--- src/rtl/axi_mux8_pkt_pkg.sv ---
// Shared types and constants for the packet-level 8-to-1 AXI-Stream mux.
package axi_mux8_pkt_pkg;
   localparam int NUM_CH = 8;
   localparam int SRC_W  = 3;

   typedef enum logic [0:0] {
      ST_IDLE   = 1'b0,
      ST_ACTIVE = 1'b1
   } state_e;
endpackage

--- src/rtl/axi_mux8_pkt_rr_arb.sv ---
// Combinational 8-way selector: round-robin starting after last_i, or fixed
// priority (lowest index wins) when PRIO != 0.
module axi_mux8_rr_arb
   import axi_mux8_pkt_pkg::*;
#(
   parameter int PRIO = 0
) (
   input  logic [NUM_CH-1:0] req_i,
   input  logic [SRC_W-1:0]  last_i,
   output logic [SRC_W-1:0]  win_o,
   output logic              win_vld_o
);

   logic [SRC_W-1:0] idx;

   always_comb begin
      win_o     = '0;
      win_vld_o = |req_i;
      idx       = '0;
      if (PRIO != 0) begin
         for (int k = NUM_CH - 1; k >= 0; k--) begin
            if (req_i[k]) win_o = SRC_W'(k);
         end
      end else begin
         // Walk from farthest to nearest so the first requester after last_i wins.
         for (int k = NUM_CH; k >= 1; k--) begin
            idx = last_i + SRC_W'(k);
            if (req_i[idx]) win_o = idx;
         end
      end
   end

endmodule

--- src/rtl/axi_mux8_pkt.sv ---
// Packet-level 8-to-1 AXI-Stream mux; grant is held until the tlast beat is accepted.
// Optional macro AXI_MUX8_PKT_STATS_EN adds the pkt_count output packet counter.
module axi_mux8_pkt
   import axi_mux8_pkt_pkg::*;
#(
   parameter logic [NUM_CH-1:0] ACTIVE_CHAN = 8'hFF,
   parameter int                WIDTH       = 64,
   parameter int                PRIO        = 0,
   parameter int                BUFFER      = 0
) (
   input  logic             clk,
   input  logic             reset,
   input  logic             clear,
   input  logic [WIDTH-1:0] i0_tdata,
   input  logic             i0_tlast,
   input  logic             i0_tvalid,
   output logic             i0_tready,
   input  logic [WIDTH-1:0] i1_tdata,
   input  logic             i1_tlast,
   input  logic             i1_tvalid,
   output logic             i1_tready,
   input  logic [WIDTH-1:0] i2_tdata,
   input  logic             i2_tlast,
   input  logic             i2_tvalid,
   output logic             i2_tready,
   input  logic [WIDTH-1:0] i3_tdata,
   input  logic             i3_tlast,
   input  logic             i3_tvalid,
   output logic             i3_tready,
   input  logic [WIDTH-1:0] i4_tdata,
   input  logic             i4_tlast,
   input  logic             i4_tvalid,
   output logic             i4_tready,
   input  logic [WIDTH-1:0] i5_tdata,
   input  logic             i5_tlast,
   input  logic             i5_tvalid,
   output logic             i5_tready,
   input  logic [WIDTH-1:0] i6_tdata,
   input  logic             i6_tlast,
   input  logic             i6_tvalid,
   output logic             i6_tready,
   input  logic [WIDTH-1:0] i7_tdata,
   input  logic             i7_tlast,
   input  logic             i7_tvalid,
   output logic             i7_tready,
   output logic [WIDTH-1:0] o_tdata,
   output logic             o_tlast,
   output logic             o_tvalid,
   input  logic             o_tready,
   output logic [SRC_W-1:0] src,
   output logic             busy
`ifdef AXI_MUX8_PKT_STATS_EN
   ,
   output logic [31:0]      pkt_count
`endif
);

   // Handshake rule: a beat moves when tvalid && tready are both high at a rising
   // clk edge; a source holds tvalid and its data steady until that edge.

   logic [NUM_CH-1:0][WIDTH-1:0] in_data;
   logic [NUM_CH-1:0]            in_last, in_vld, in_rdy, req;

   assign in_data = {i7_tdata, i6_tdata, i5_tdata, i4_tdata,
                     i3_tdata, i2_tdata, i1_tdata, i0_tdata};
   assign in_last = {i7_tlast, i6_tlast, i5_tlast, i4_tlast,
                     i3_tlast, i2_tlast, i1_tlast, i0_tlast};
   assign in_vld  = {i7_tvalid, i6_tvalid, i5_tvalid, i4_tvalid,
                     i3_tvalid, i2_tvalid, i1_tvalid, i0_tvalid};
   assign {i7_tready, i6_tready, i5_tready, i4_tready,
           i3_tready, i2_tready, i1_tready, i0_tready} = in_rdy;

   state_e           state_q, state_d;
   logic [SRC_W-1:0] src_q, src_d, last_q, last_d;
   logic [SRC_W-1:0] win;
   logic             win_vld;
   logic             active, up_rdy, in_hs, buf_busy;
   logic [WIDTH-1:0] sel_data;
   logic             sel_last, sel_vld;

   assign req = in_vld & ACTIVE_CHAN;

   axi_mux8_rr_arb #(.PRIO(PRIO)) u_arb (
      .req_i     (req),
      .last_i    (last_q),
      .win_o     (win),
      .win_vld_o (win_vld)
   );

   assign active   = (state_q == ST_ACTIVE);
   assign sel_data = in_data[src_q];
   assign sel_last = in_last[src_q];
   assign sel_vld  = in_vld[src_q];
   assign in_hs    = active && sel_vld && up_rdy;

   always_ff @(posedge clk or negedge reset) begin
      if (!reset) begin
         state_q <= ST_IDLE;
         src_q   <= '0;
         last_q  <= '1;
      end else begin
         state_q <= state_d;
         src_q   <= src_d;
         last_q  <= last_d;
      end
   end

   // clear outranks a concurrent tlast handshake and rewinds the RR pointer.
   always_comb begin
      state_d = state_q;
      src_d   = src_q;
      last_d  = last_q;
      if (clear) begin
         state_d = ST_IDLE;
         last_d  = '1;
      end else begin
         case (state_q)
            ST_IDLE: begin
               if (win_vld) begin
                  state_d = ST_ACTIVE;
                  src_d   = win;
                  last_d  = win;
               end
            end
            ST_ACTIVE: begin
               if (in_hs && sel_last) state_d = ST_IDLE;
            end
            default: state_d = ST_IDLE;
         endcase
      end
   end

   always_comb begin
      in_rdy = '0;
      if (active) in_rdy[src_q] = up_rdy & ACTIVE_CHAN[src_q];
   end

   generate
      if (BUFFER != 0) begin : g_skid
         logic [WIDTH:0] mem_q [2];
         logic           wr_q, rd_q;
         logic [1:0]     cnt_q, cnt_d;
         logic           push, pop;

         assign push = in_hs;
         assign pop  = (cnt_q != 2'd0) && o_tready;

         always_comb begin
            cnt_d = cnt_q;
            case ({push, pop})
               2'b10:   cnt_d = cnt_q + 2'd1;
               2'b01:   cnt_d = cnt_q - 2'd1;
               default: cnt_d = cnt_q;
            endcase
         end

         always_ff @(posedge clk or negedge reset) begin
            if (!reset) begin
               mem_q[0] <= '0;
               mem_q[1] <= '0;
               wr_q     <= 1'b0;
               rd_q     <= 1'b0;
               cnt_q    <= 2'd0;
            end else if (clear) begin
               wr_q  <= 1'b0;
               rd_q  <= 1'b0;
               cnt_q <= 2'd0;
            end else begin
               if (push) begin
                  mem_q[wr_q] <= {sel_last, sel_data};
                  wr_q        <= ~wr_q;
               end
               if (pop) rd_q <= ~rd_q;
               cnt_q <= cnt_d;
            end
         end

         // Upstream ready depends only on occupancy, never on o_tready.
         assign up_rdy              = (cnt_q != 2'd2);
         assign o_tvalid            = (cnt_q != 2'd0);
         assign {o_tlast, o_tdata}  = mem_q[rd_q];
         assign buf_busy            = o_tvalid;
      end else begin : g_pass
         assign up_rdy   = o_tready;
         assign o_tvalid = active & sel_vld;
         assign o_tlast  = active & sel_last;
         assign o_tdata  = active ? sel_data : '0;
         assign buf_busy = 1'b0;
      end
   endgenerate

   assign src  = src_q;
   assign busy = active | buf_busy;

`ifdef AXI_MUX8_PKT_STATS_EN
   logic [31:0] pkt_cnt_q;

   always_ff @(posedge clk or negedge reset) begin
      if (!reset)                             pkt_cnt_q <= '0;
      else if (clear)                         pkt_cnt_q <= '0;
      else if (o_tvalid && o_tready && o_tlast) pkt_cnt_q <= pkt_cnt_q + 32'd1;
   end

   assign pkt_count = pkt_cnt_q;
`endif

endmodule

--- config.mk ---
export PLATFORM = sky130hd
export DESIGN_NAME = axi_mux8_pkt
export DESIGN_NICKNAME = d
export VERILOG_FILES = /design/src/rtl/axi_mux8_pkt_pkg.sv /design/src/rtl/axi_mux8_pkt_rr_arb.sv /design/src/rtl/axi_mux8_pkt.sv
export SDC_FILE = /design/constraint.sdc
export NUM_CORES = 1
export LEC_CHECK = 0
export ABC_AREA = 1
export BUFFER_PORTS_ARGS = -buffer_cell sky130_fd_sc_hd__buf_2
export CAP_MARGIN = 10
export CORE_AREA = 2 2 235 237
export DETAILED_ROUTE_END_ITERATION = 7
export DIE_AREA = 0 0 237 239
export GPL_ROUTABILITY_DRIVEN = 0
export HOLD_SLACK_MARGIN = 0.05
export SETUP_SLACK_MARGIN = 0.3
export SLEW_MARGIN = 20
export SYNTH_ARGS = -nofsm -noshare
export SYNTH_HDL_FRONTEND = slang
export SYNTH_SLANG_ARGS = --single-unit
--- constraint.sdc ---
create_clock -name clk -period 3 [get_ports clk]
set_clock_uncertainty 0.2 [all_clocks]
set_input_delay 0.15 -clock clk [delete_from_list [all_inputs] [get_ports clk]]
set_output_delay 0.15 -clock clk [all_outputs]
set_load 0.01 [all_outputs]
==> flow_summary.toml <==
[synthesis]
synth_top_area_cell = "nor2_1"
syn_nets = 1557
netlist_area_um2 = 4950
ys_ff_latch = 7
synth_top_area_share_pct = 20.8
ys_warn_count = 0
synthAdderAreaFrac_pct = 0.505
synth_top_family_by_area = "compound AO/OA/AOI/OAI gates"
synth_seq_area_share_pct = 3.61
synthMuxAreaShare_pct = 0
postSynthCellCount = 1023
synth_compound_area_share_pct = 43.9
synth_cell_type_count = 35
synth_simple_gate_area_share_pct = 40.3
synth_area_leaders = "nor2_1, o21ai_0, nand2_1"
synth_xor_area_share_pct = 0.884
postSynthAreaPerCell_um2 = 4.84

[floorplan]
ios = 610
die_area_um2 = 56600
die_w_um = 237
initial_utilization_pct = 9.12
core-area_um2 = 54300
die_height_um = 239
rows = 86

[power]
p_leak_uw = 0.00440
pwr_density_cell_nw_per_um2 = 798
ir_drop_mv = 0.491

[final_layout]
utilization_pct = 16.5
finalNetCount = 2119
synthToLayoutAreaGrowth_pct = 81.5
drive_above_1_share_pct = 43.7
design_area_um2 = 8990

[worst_setup_path]
crit_fanout = 79
critPathRequiredTime_ps = 2650
worst_setup_path_start_kind = "flop"
cp_cell_sequence = "inv_6 > buf_12 > o21ai_0 > o22ai_1 > a21oi_1 > a31oi_1 > buf_2"
cpPeakStageDelay_ps = 530
critPathSlowestCell = "dfrtp_4"
cp-end-kind = "primary output"
path_buf_inv = 3
critPathKind = "flop to primary output"
cp_top_family = "buffers and inverters"
cp.arrival_ps = 2290

[cts]
ctsRootBufferMaster = "clkbuf_16"
clkTransAtPathRegs_ps = 40
htree_levels = 1
cts.sinks = 7
clock_latency_ps = 240
cts_tree = "done"
cts_buffers = 3
clockBufferDepth = 2

[timing]
setup_ws_ps = 361
slew_violations = 0
max_slew.worst_pin.slew_ps = 820
tns_ps = 0
grt_setup_unrepaired = "yes"
period_share_pct = 88.0
period_needed_ps = 2640
max_slew_margin_pct = 44.7
fmax_mhz = 379
finalSetupViolations = 0
finalHoldViolCount = 0

[placement]
portBuffers = 609
postPlaceCellArea_um2 = 8820
post-dp-hpwl_um = 33300
dp_slack_ps = 310

[global_route]
grt_pass1_wl_um = 55200
grt_max_degree = 80
gr-total-overflow = 0
grt_pass1_vias = 8934
grt.total_usage_pct = 13.0
antenna_found_initial = 15

[detailed_routing]
wl_per_cell_um = 17.5
vias = 9743
drt_wl_total_um = 40100
drc_errors = 0
drt-initial-drc-count = 912
vias_per_cell = 4.25
drt_pass1_iterations = 5
ant_nets = 0

[job]
drv_cap = 0

[worst_hold_path]
worst_hold_path_type = "input port to flop"

[run_status]
status = "completed"
==> repair_timing <==
action / 4_1_cts / 5_1_grt
pin swaps: 0 / 0
setup endpoints to repair: 30 / 22
gates resized for setup: 4 / 7
hold endpoints to repair: 8 / 0
setup buffers: 0 / 2
hold buffers: 3 / 0
==> cell usage in the layout (no fill, tap or decap), types with 3 or more instances in the layout <==
cell,count
nand3_2,10
dlygate4sd3_1,3
diode_2,4
a211oi_1,3
xnor2_1,3
nand2_2,4
nand2_4,6
inv_2,8
buf_2,609
nor2_1,271
nand2_1,152
o21ai_1,75
nor2_4,4
buf_4,21
nand3_1,29
a21oi_1,72
nor3_1,4
buf_12,8
inv_1,19
clkbuf_16,3
a31oi_1,34
o21ai_0,153
dfstp_2,3
o22ai_1,64
==> logic make-up after synthesis <==
logic type | Yosys count
flip-flops | 7
adder cells (fa/ha/maj) | 2
buffers and inverters | 118
XOR/XNOR | 5
AO/OA/AOI/OAI | 406
AND/OR/NAND/NOR | 485
==> cell usage after synthesis, drive strengths merged <==
cell / n
a211oi: 4
a21oi: 73
a31oi: 34
and2: 1
buf: 33
clkbuf: 53
dfrtp: 4
dfstp: 3
ha: 2
inv: 32
nand2: 162
nand3: 39
nand4: 2
nor2: 276
nor3: 4
nor4: 1
o21ai: 229
o21bai: 1
o22ai: 65
xnor2: 3
xor2: 2
==> final cells by class <==
cell class / count / area, um^2
Clock buffer: 4 / 78.8
Fill cell: 6422 / 45400
Tap cell: 704 / 881
Multi-Input combinational cell: 898 / 4280
Sequential cell: 7 / 185
Timing Repair Buffer: 643 / 3420
Antenna cell: 4 / 10.0
Inverter: 32 / 135
==> where the power goes <==
part / total (uW) / switching (uW) / leakage, uW / internal [uW]
Sequential: 246 / 96.7 / 0.0000767 / 149
Clock: 233 / 55.5 / 0.0000382 / 177
Combinational: 6690 / 4410 / 0.00428 / 2280
==> routing by layer <==
metal	part of all wire (%)	global-route usage, %	vias to the layer above
met2	43	20.3	651
li1	-	-	4650
met3	11	3.51	87
met1	42	17.1	4349
met4	3.4	4.43	6
met5	0.092	0	-
==> path summary, 6_finish.rpt <==
kind                              end  startpoint  slack [ps]  cells after the start
min                              busy    i0_tlast          90                      4
max in group asynchronous   last_q[2]       reset        2240                      2
max                        o_tdata[8]      src[0]         360                      7
max reg2reg                    src[0]   last_q[0]         480                     13
min reg2reg                    src[1]      src[1]         440                      2
min in group asynchronous        busy       reset         120                      2
==> registers in the layout (all words and copies together), names as in the netlist <==
name	cells
busy	1
last_q	3
src	3
==> tightest hold or removal path: stages <==
cell and delay [ps]:
buf_2 80, a211oi_2 90, nor2_1 110, a211oi_1 50
==> through the flow <==
step,hold WS (ps),instances,power [uW]
floorplan,-346,1023,4270
global placement,-202,2279,6870
detailed placement,-201,2279,6860
CTS,118,2286,7140
global route,123,2290,7890
finish,86.5,2292,7170
No activity file was read; power rests on OpenSTA's default activity.
